**config.mk**
```make
export PLATFORM = sky130hd
export DESIGN_NAME = audio_sd_out_flat
export DESIGN_NICKNAME = d
export VERILOG_FILES = /design/src/rtl/audio_sd_out_if.sv /design/src/rtl/audio_sd_out.sv /design/src/flat_wrapper.sv
export SDC_FILE = /design/constraint.sdc
export NUM_CORES = 1
export LEC_CHECK = 0
export BUFFER_PORTS_ARGS = -buffer_cell sky130_fd_sc_hd__buf_2
export CORE_MARGIN = 8
export CORE_UTILIZATION = 58
export DETAILED_ROUTE_END_ITERATION = 8
export PLACE_DENSITY = 0.84
export SETUP_SLACK_MARGIN = 0.15
export SLEW_MARGIN = 20
export SYNTH_ARGS = -nofsm -noshare
export SYNTH_HDL_FRONTEND = slang
export SYNTH_SLANG_ARGS = --single-unit
```
**constraint.sdc**
```tcl
create_clock -name clk_vga -period 5.6 [get_ports clk_vga]
set_clock_uncertainty 0.1 [all_clocks]
set_input_delay 1.12 -clock clk_vga [delete_from_list [all_inputs] [get_ports clk_vga]]
set_output_delay 1.12 -clock clk_vga [all_outputs]
set_load 0.1 [all_outputs]
```
**src/rtl/audio_sd_out_if.sv**
```systemverilog
// Signal bundle between the sound source side and the audio output stage.
interface audio_sd_out_if;
  logic        snd_toggle;
  logic [15:0] tandy_snd;
  logic        speaker_in;
  logic        mute;
  logic        aud_l;
  logic        aud_r;
  logic        ramp_done;

  modport master (
    output snd_toggle, tandy_snd, speaker_in, mute,
    input  aud_l, aud_r, ramp_done
  );

  modport slave (
    input  snd_toggle, tandy_snd, speaker_in, mute,
    output aud_l, aud_r, ramp_done
  );
endinterface

```
**src/rtl/audio_sd_out.sv**
```systemverilog
// Audio output stage: sample capture, mix/clamp, mute gain ramp, 1st-order sigma-delta.
// Optional high-pass DC blocker between clamp and scale: define AUDIO_DCBLOCK_EN.
module audio_sd_out #(
  parameter int RAMP_SHIFT = 10,
  parameter int SPK_LEVEL  = 8192
) (
  input logic           clk_vga,
  input logic           reset,
  audio_sd_out_if.slave bus
);
  // state     | meaning
  // MUTED     | g = 0, output held at 50% duty
  // RAMP_UP   | g climbs one step per tick toward 256
  // RUN       | g = 256, full gain, ramp_done high
  // RAMP_DOWN | g falls one step per tick toward 0
  localparam logic [1:0] MUTED     = 2'd0;
  localparam logic [1:0] RAMP_UP   = 2'd1;
  localparam logic [1:0] RUN       = 2'd2;
  localparam logic [1:0] RAMP_DOWN = 2'd3;

  function automatic logic signed [15:0] clamp16(input logic signed [23:0] v);
    if (v > 24'sd32767)
      return 16'sh7FFF;
    else if (v < -24'sd32768)
      return 16'sh8000;
    else
      return v[15:0];
  endfunction

  logic [2:0]             tog_ff;
  logic [1:0]             spk_ff;
  logic [1:0]             mute_ff;
  logic                   spk_s;
  logic                   mute_s;
  logic                   load;
  logic [15:0]            hold;
  logic [17:0]            spk_term;
  logic signed [17:0]     mix;
  logic signed [15:0]     s;
  logic signed [15:0]     s_f;
  logic [RAMP_SHIFT-1:0]  cnt;
  logic                   tick;
  logic [1:0]             state;
  logic [8:0]             g;
  logic signed [25:0]     prod;
  logic signed [15:0]     y;
  logic [15:0]            u;
  logic [16:0]            acc;
  logic                   aud;
  logic                   ramp_done;

  assign spk_s  = spk_ff[1];
  assign mute_s = mute_ff[1];
  assign load   = tog_ff[1] ^ tog_ff[2];
  assign tick   = &cnt;

  always_ff @(posedge clk_vga or posedge reset) begin
    if (reset) begin
      tog_ff  <= '0;
      spk_ff  <= '0;
      mute_ff <= '0;
      hold    <= '0;
      cnt     <= '0;
    end else begin
      tog_ff  <= {tog_ff[1:0], bus.snd_toggle};
      spk_ff  <= {spk_ff[0], bus.speaker_in};
      mute_ff <= {mute_ff[0], bus.mute};
      cnt     <= cnt + RAMP_SHIFT'(1);
      if (load)
        hold <= bus.tandy_snd;
    end
  end

  assign spk_term = spk_s ? 18'(SPK_LEVEL) : 18'd0;
  assign mix      = {{2{hold[15]}}, hold} + spk_term;

  always_ff @(posedge clk_vga or posedge reset) begin
    if (reset)
      s <= '0;
    else
      s <= clamp16({{6{mix[17]}}, mix});
  end

`ifdef AUDIO_DCBLOCK_EN
  logic signed [23:0] dc;
  logic signed [23:0] dc_shr;
  logic signed [23:0] hp;

  assign dc_shr = dc >>> 8;
  assign hp     = {{8{s[15]}}, s} - dc_shr;

  always_ff @(posedge clk_vga or posedge reset) begin
    if (reset) begin
      dc  <= '0;
      s_f <= '0;
    end else begin
      s_f <= clamp16(hp);
      if (load)
        dc <= dc + {{8{s[15]}}, s} - dc_shr;
    end
  end
`else
  assign s_f = s;
`endif

  // Mute wins over a coincident tick; the gain is kept across direction changes.
  always_ff @(posedge clk_vga or posedge reset) begin
    if (reset) begin
      state     <= MUTED;
      g         <= '0;
      ramp_done <= 1'b0;
    end else begin
      case (state)
        MUTED: begin
          g <= '0;
          if (!mute_s)
            state <= RAMP_UP;
        end
        RAMP_UP: begin
          if (mute_s)
            state <= RAMP_DOWN;
          else if (tick) begin
            if (g >= 9'd255) begin
              g         <= 9'd256;
              state     <= RUN;
              ramp_done <= 1'b1;
            end else
              g <= g + 9'd1;
          end
        end
        RUN: begin
          g <= 9'd256;
          if (mute_s) begin
            state     <= RAMP_DOWN;
            ramp_done <= 1'b0;
          end
        end
        RAMP_DOWN: begin
          if (!mute_s)
            state <= RAMP_UP;
          else if (tick) begin
            if (g <= 9'd1) begin
              g     <= '0;
              state <= MUTED;
            end else
              g <= g - 9'd1;
          end
        end
        default: begin
          state     <= MUTED;
          g         <= '0;
          ramp_done <= 1'b0;
        end
      endcase
    end
  end

  assign prod = 26'(s_f) * 26'($signed({1'b0, g}));
  assign u    = y ^ 16'h8000;

  always_ff @(posedge clk_vga or posedge reset) begin
    if (reset) begin
      y   <= '0;
      acc <= '0;
      aud <= 1'b0;
    end else begin
      y   <= 16'(prod >>> 8);
      acc <= {1'b0, acc[15:0]} + {1'b0, u};
      aud <= acc[16];
    end
  end

  assign bus.aud_l     = aud;
  assign bus.aud_r     = aud;
  assign bus.ramp_done = ramp_done;
endmodule

```
**src/flat_wrapper.sv**
```systemverilog
// flat-port wrapper written by rule: the top's interface ports become plain ports
module audio_sd_out_flat 
#(
  parameter int RAMP_SHIFT = 10,
  parameter int SPK_LEVEL  = 8192
)
  (clk_vga, reset, bus_snd_toggle, bus_tandy_snd, bus_speaker_in, bus_mute, bus_aud_l, bus_aud_r, bus_ramp_done);
  audio_sd_out_if bus_i ();
  input logic clk_vga;
  input logic reset;
  input wire logic [$bits(bus_i.snd_toggle)-1:0] bus_snd_toggle;
  input wire logic [$bits(bus_i.tandy_snd)-1:0] bus_tandy_snd;
  input wire logic [$bits(bus_i.speaker_in)-1:0] bus_speaker_in;
  input wire logic [$bits(bus_i.mute)-1:0] bus_mute;
  output wire logic [$bits(bus_i.aud_l)-1:0] bus_aud_l;
  output wire logic [$bits(bus_i.aud_r)-1:0] bus_aud_r;
  output wire logic [$bits(bus_i.ramp_done)-1:0] bus_ramp_done;
  assign bus_i.snd_toggle = bus_snd_toggle;
  assign bus_i.tandy_snd = bus_tandy_snd;
  assign bus_i.speaker_in = bus_speaker_in;
  assign bus_i.mute = bus_mute;
  assign bus_aud_l = bus_i.aud_l;
  assign bus_aud_r = bus_i.aud_r;
  assign bus_ramp_done = bus_i.ramp_done;
  audio_sd_out #(.RAMP_SHIFT(RAMP_SHIFT), .SPK_LEVEL(SPK_LEVEL)) u_core (.clk_vga(clk_vga), .reset(reset), .bus(bus_i));
endmodule
```
Word level (Yosys, flattened, before mapping)
Index checks and enable logic that the tools add are counted.

Bits in registers: 95. Word-level logic and storage cells: 68. Input bits: 21.

Bitwise logic cells: 2. Multiply operators: 1. $lt $le $gt $ge: 4. Muxes and demuxes: 24. Reductions and logical operators: 6. Equal/unequal tests: 14. Add/sub/neg operators: 5.

Operator list (number): two-way mux 9 bit (6); one-hot mux 9 bit (4 select lines) (1); two-way mux 16 bit (2); multiplier 16 x 10 -> 24 bit (1); greater-than comparator 18 x 16 -> 1 bit, second input constant (1); < comparator 18 x 16 -> 1 bit, second input constant (1); adder 16 x 15 -> 17 bit (1); adder 16 x 16 -> 17 bit (1); two-way mux 2 bit (8); two-way mux 14 bit (1); adder 10 x 1 -> 10 bit, second input constant (1); inequality test 2 x 1 -> 1 bit, second input constant (5); AND reduction 10 bit (1); adder 9 x 1 -> 9 bit, second input constant (1); greater-or-equal comparator 9 x 8 -> 1 bit, second input constant (1); <= comparator 9 x 1 -> 1 bit, second input constant (1); subtractor 9 x 1 -> 9 bit, second input constant (1); one-hot mux 2 bit (4 select lines) (1); inequality test 3 x 1 -> 1 bit, second input constant (2); inequality test 3 bit, second input constant (2); AND reduction 6 bit (1); AND reduction 5 bit (1); == test 2 bit, second input constant (2); two-way mux 1 bit (4); other kinds (8) (9).

Depth between registers and ports, before layout
Word-level depth: 5. Gate-level depth with buffers: 22.

Worst setup path before layout
No wires, ideal clock.

Kind: register -> register. Start point: register u_core.g[3]. End point: register u_core.y[15]. Buffers on the path: 3. Slack: -266 ps. Library setup time: 126 ps. Data required time: 5374 ps. Clock period less this slack: 5866 ps. Stages on the path, launching flop included: 21. Data arrival time: 5640 ps. Cells stage by stage: dfrtp_1 clkbuf_1 clkbuf_1 clkbuf_1 nand2_1 fa_1 inv_1 fa_1 fa_1 fa_1 inv_1 fa_1 inv_1 ha_1 a21oi_1 a21oi_1 a211oi_1 a311oi_1 o21ai_1 mux2i_1 a221o_1.

Longest elaborated chain between the ends: 1.

RTL lines: start: declaration (RTL line audio_sd_out.sv:44) `logic [8:0] g;`; start signal: assignment (RTL line audio_sd_out.sv:128) `g <= g + 9'd1;`; start signal: assignment (RTL line audio_sd_out.sv:146) `g <= g - 9'd1;`; multiplier 16 x 10 -> 24 bit (RTL line audio_sd_out.sv:158) `assign prod = 26'(s_f) * 26'($signed({1'b0, g}));`; named net u_core.prod[23] (RTL line audio_sd_out.sv:45) `logic signed [25:0] prod;`; end signal: assignment (RTL line audio_sd_out.sv:167) `y <= 16'(prod >>> 8);`; end: declaration (RTL line audio_sd_out.sv:46) `logic signed [15:0] y;`.

The timed path passes the listed nets, and every way through them passes these cells. A chain may end at the register's enable or synchronous reset.

Worst setup path in the final report
Start point: register u_core.g[6]. End point: register u_core.y[15].

The elaborated chain is that of the path after synthesis.

==> flow_summary_export.csv <==
group,metric,value,unit
placement,hpwlAfterDp,13600,um
timing,hold_viol,0,
critical_path,cp.required,5.75,ns
yosys,synth_fp_nets,1164,
timing,rsz0062_at_grt,"yes",
critical_path,r2r-start,"u_core.g[6]$_DFFE_PP0P_",
drt,wirelength,19200,um
yosys,ys_types,60,
floorplanning,io_pins,24,
drt,routedWlPerCell,15.8,um
yosys,avgSynthCellArea,9.62,um2
global_routing,grt_busiest_layer,"met2",
critical_path,cp-startpoint,"u_core.g[6]$_DFFE_PP0P_",
layout,drive_gt1_share,16.8,%
critical_path,ff2ff_setup_slack,0.21,ns
yosys,syn_area,9140,um2
timing,setup_viol,0,
layout,ff_latch_area,2400,um2
clock_network,clock-sinks,95,
yosys,ys_async_sr_fraction,100,%
layout,nets,1205,
yosys,synth_flop_cell,"dfrtp_1",
floorplanning,core,15700,um2
critical_path,cp_max_fo,5,
yosys,synthCells,950,
critical_path,rr_worst_depth,18,
clock_network,h-tree-depth,3,
timing,relSlewSlack,35.6,%
placement,pre_cts_ws,-0.00234,ns
clock_network,cts-root-buf,"clkbuf_16",
timing,final_max_slew_viol_count,0,
yosys,ys_seq_area_share,26.0,%
timing,tightest_slew,0.963,ns
layout,area_growth,12.8,%
critical_path,cp-end-kind,"flop",
global_routing,grt_max_degree,62,
global_routing,antenna_found_initial,0,
global_routing,overflow,0,
floorplanning,die_x,142,um
floorplanning,initial_core_util,58.4,%
global_routing,grt_first_pass_wirelength,31400,um
drt,drt-initial-drc-count,501,
global_routing,grt_util_all_layers,19.5,%
layout,mostFrequentLayoutCells,"156 x inv_1, 113 x fa_1, 97 x nand2_1",
clock_network,clock_latency,0.36,ns
layout,diodes,0,
critical_path,critPathCapture,"u_core.y[15]$_DFF_PP0_",
worst_hold_path,whs_path_depth,0,
timing,period_share,96.3,%
global_routing,grt_pass1_vias,6744,
drt,dr.pass1.iters,5,
critical_path,critPathKind,"reg2reg",
placement,io_buffer_count,23,
drt,vias,6669,
floorplanning,die_area,20000,um2
placement,gp_congestion,0.899,
clock_network,numCtsBuffers,9,
run,drv_cap,0,
yosys,ys_ff_latch,95,
clock_network,clk_path_buf_depth,2,
global_routing,met3_usage,3.53,%
yosys,synth-edff-count,0,
floorplanning,rows,46,
critical_path,critPathArrivalTime,5.54,ns
floorplanning,die_y,142,um
timing,fin_ws,0.208,ns
timing,min_period,5.39,ns
layout,final_common_cell,"inv_1",
drt,ant_nets,0,
drt,routed_via_density,5.50,
worst_hold_path,hp-class,"reg2reg",
layout,nFillCells,1161,
drt,drc,0,
timing,fmax,185,MHz
critical_path,reg2reg_to,"u_core.y[15]$_DFF_PP0_",
critical_path,cp-start-kind,"flop",
outcome,status,"finished, final reports clean",
global_routing,met1_usage,24.7,%
clock_network,cts_tree,"yes",
clock_network,clkTransAtPathRegs,0.08,ns
layout,multiInputGateArea,6240,um2
clock_network,hold_buffers,0,
yosys,ys.warnings.count,0,
global_routing,use_met2,33.0,%
## final cells by class
type / instances / area share [%]
multi-input cells: 654 / 60.5
flip-flops and latches: 95 / 23.3
inverters: 163 / 5.98
repair buffers: 68 / 4.72
well taps: 216 / 2.62
clock buffers: 9 / 2.18
clock inverters: 7 / 0.680
## metrics by stage
stage	instance area [um2]	setup TNS, ns	util (%)	hold slack [ns]	instances
2_1_floorplan	9190	0	-	0.231	950
3_3_place_gp	9530	0	60.9	0.233	1167
3_5_place_dp	9530	-0.00234	60.9	0.240	1167
4_1_cts	9980	0	63.7	0.258	1197
5_1_grt	10300	0	65.9	0.260	1212
6_report	10300	0	65.9	0.255	1212
## critical path, stage by stage (launching register included)
cell and delay, ns:
dfrtp_2 0.44, buf_4 0.15, buf_12 0.12, and2_1 0.15, fa_1 0.38, fa_1 0.52, fa_1 0.53, fa_1 0.55
inv_1 0.06, fa_1 0.50, inv_1 0.06, ha_4 0.23, a21oi_2 0.13, o21bai_1 0.07, a211o_1 0.33, or3_4 0.41
o21ai_4 0.17, mux2i_1 0.10, a221o_1 0.27
## worst min path at each step
| stage | startpoint | to |
|---|---|---|
| after floorplan | u_core.acc[16]$_DFF_PP0_ | u_core.bus.aud_l$_DFF_PP0_ |
| after global placement | u_core.spk_ff[0]$_DFF_PP0_ | u_core.spk_ff[1]$_DFF_PP0_ |
| after detailed placement | u_core.tog_ff[0]$_DFF_PP0_ | u_core.tog_ff[1]$_DFF_PP0_ |
| after CTS | u_core.tog_ff[0]$_DFF_PP0_ | u_core.tog_ff[1]$_DFF_PP0_ |
| after global routing | u_core.tog_ff[0]$_DFF_PP0_ | u_core.tog_ff[1]$_DFF_PP0_ |
| final | u_core.tog_ff[0]$_DFF_PP0_ | u_core.tog_ff[1]$_DFF_PP0_ |
## sequential cells by signal, summed over array words and instances, names as in the netlist
signal and cells:
u_core.acc 17, u_core.hold 16, u_core.s 16, u_core.y 16
u_core.cnt 10, u_core.g 9, u_core.tog_ff 3, u_core.mute_ff 2
u_core.spk_ff 2, u_core.state 2, u_core.bus.aud_l 1, u_core.bus.ramp_done 1
## repair_timing
action                                  CTS  global route
endpoints found under the hold margin     0             0
pin swaps                                 3            37
endpoints found under the setup margin    6             8
buffers inserted                         14            15
resized for setup                        19            48
## cells by family after synthesis
family	share of synthesized area [%]
AOI/OAI and AO/OA	8.99
DFF	26.0
and+or+nand+nor	14.9
muxes	2.20
buffers and inverters	8.29
xor gates and xnor gates	3.74
adders and majority gates	35.9
## cells in the mapped netlist, types with 2 or more instances
cell | number | area, um2
a22oi_1 | 3 | 22.5
o21a_1 | 5 | 37.5
a2111oi_0 | 2 | 17.5
nand4_1 | 4 | 25.0
a21o_1 | 19 | 143
a311oi_1 | 2 | 17.5
o21ai_0 | 17 | 85.1
a21oi_1 | 28 | 140
or3_1 | 3 | 18.8
dfrtp_1 | 95 | 2380
nor3_1 | 16 | 80.1
nor2_1 | 45 | 169
o21ai_1 | 14 | 70.1
o22ai_1 | 2 | 12.5
nand3_1 | 16 | 80.1
ha_1 | 78 | 976
xor2_1 | 10 | 87.6
o211ai_1 | 2 | 15.0
buf_1 | 7 | 26.3
fa_1 | 115 | 2300
nand2b_1 | 5 | 31.3
o31ai_1 | 2 | 15.0
o21bai_1 | 4 | 30.0
nor4_1 | 3 | 18.8
mux2_2 | 16 | 180
clkbuf_1 | 30 | 113
a221oi_1 | 2 | 17.5
nor2b_1 | 4 | 25.0
xnor2_1 | 29 | 254
inv_1 | 163 | 612
and2_1 | 72 | 450
a211oi_1 | 5 | 37.5
and3_1 | 3 | 18.8
nand2_1 | 100 | 375
a31oi_1 | 3 | 18.8
a32oi_1 | 2 | 17.5
## routing by layer
layer / wire length (um) / share of wire [%]
met5: 0 / 0
met4: 528 / 2.8
met3: 1040 / 5.4
met2: 9590 / 50
met1: 8020 / 42
Power is not shown: default switching activity piles up to over one toggle a cycle in this logic, so the estimate is an artifact.
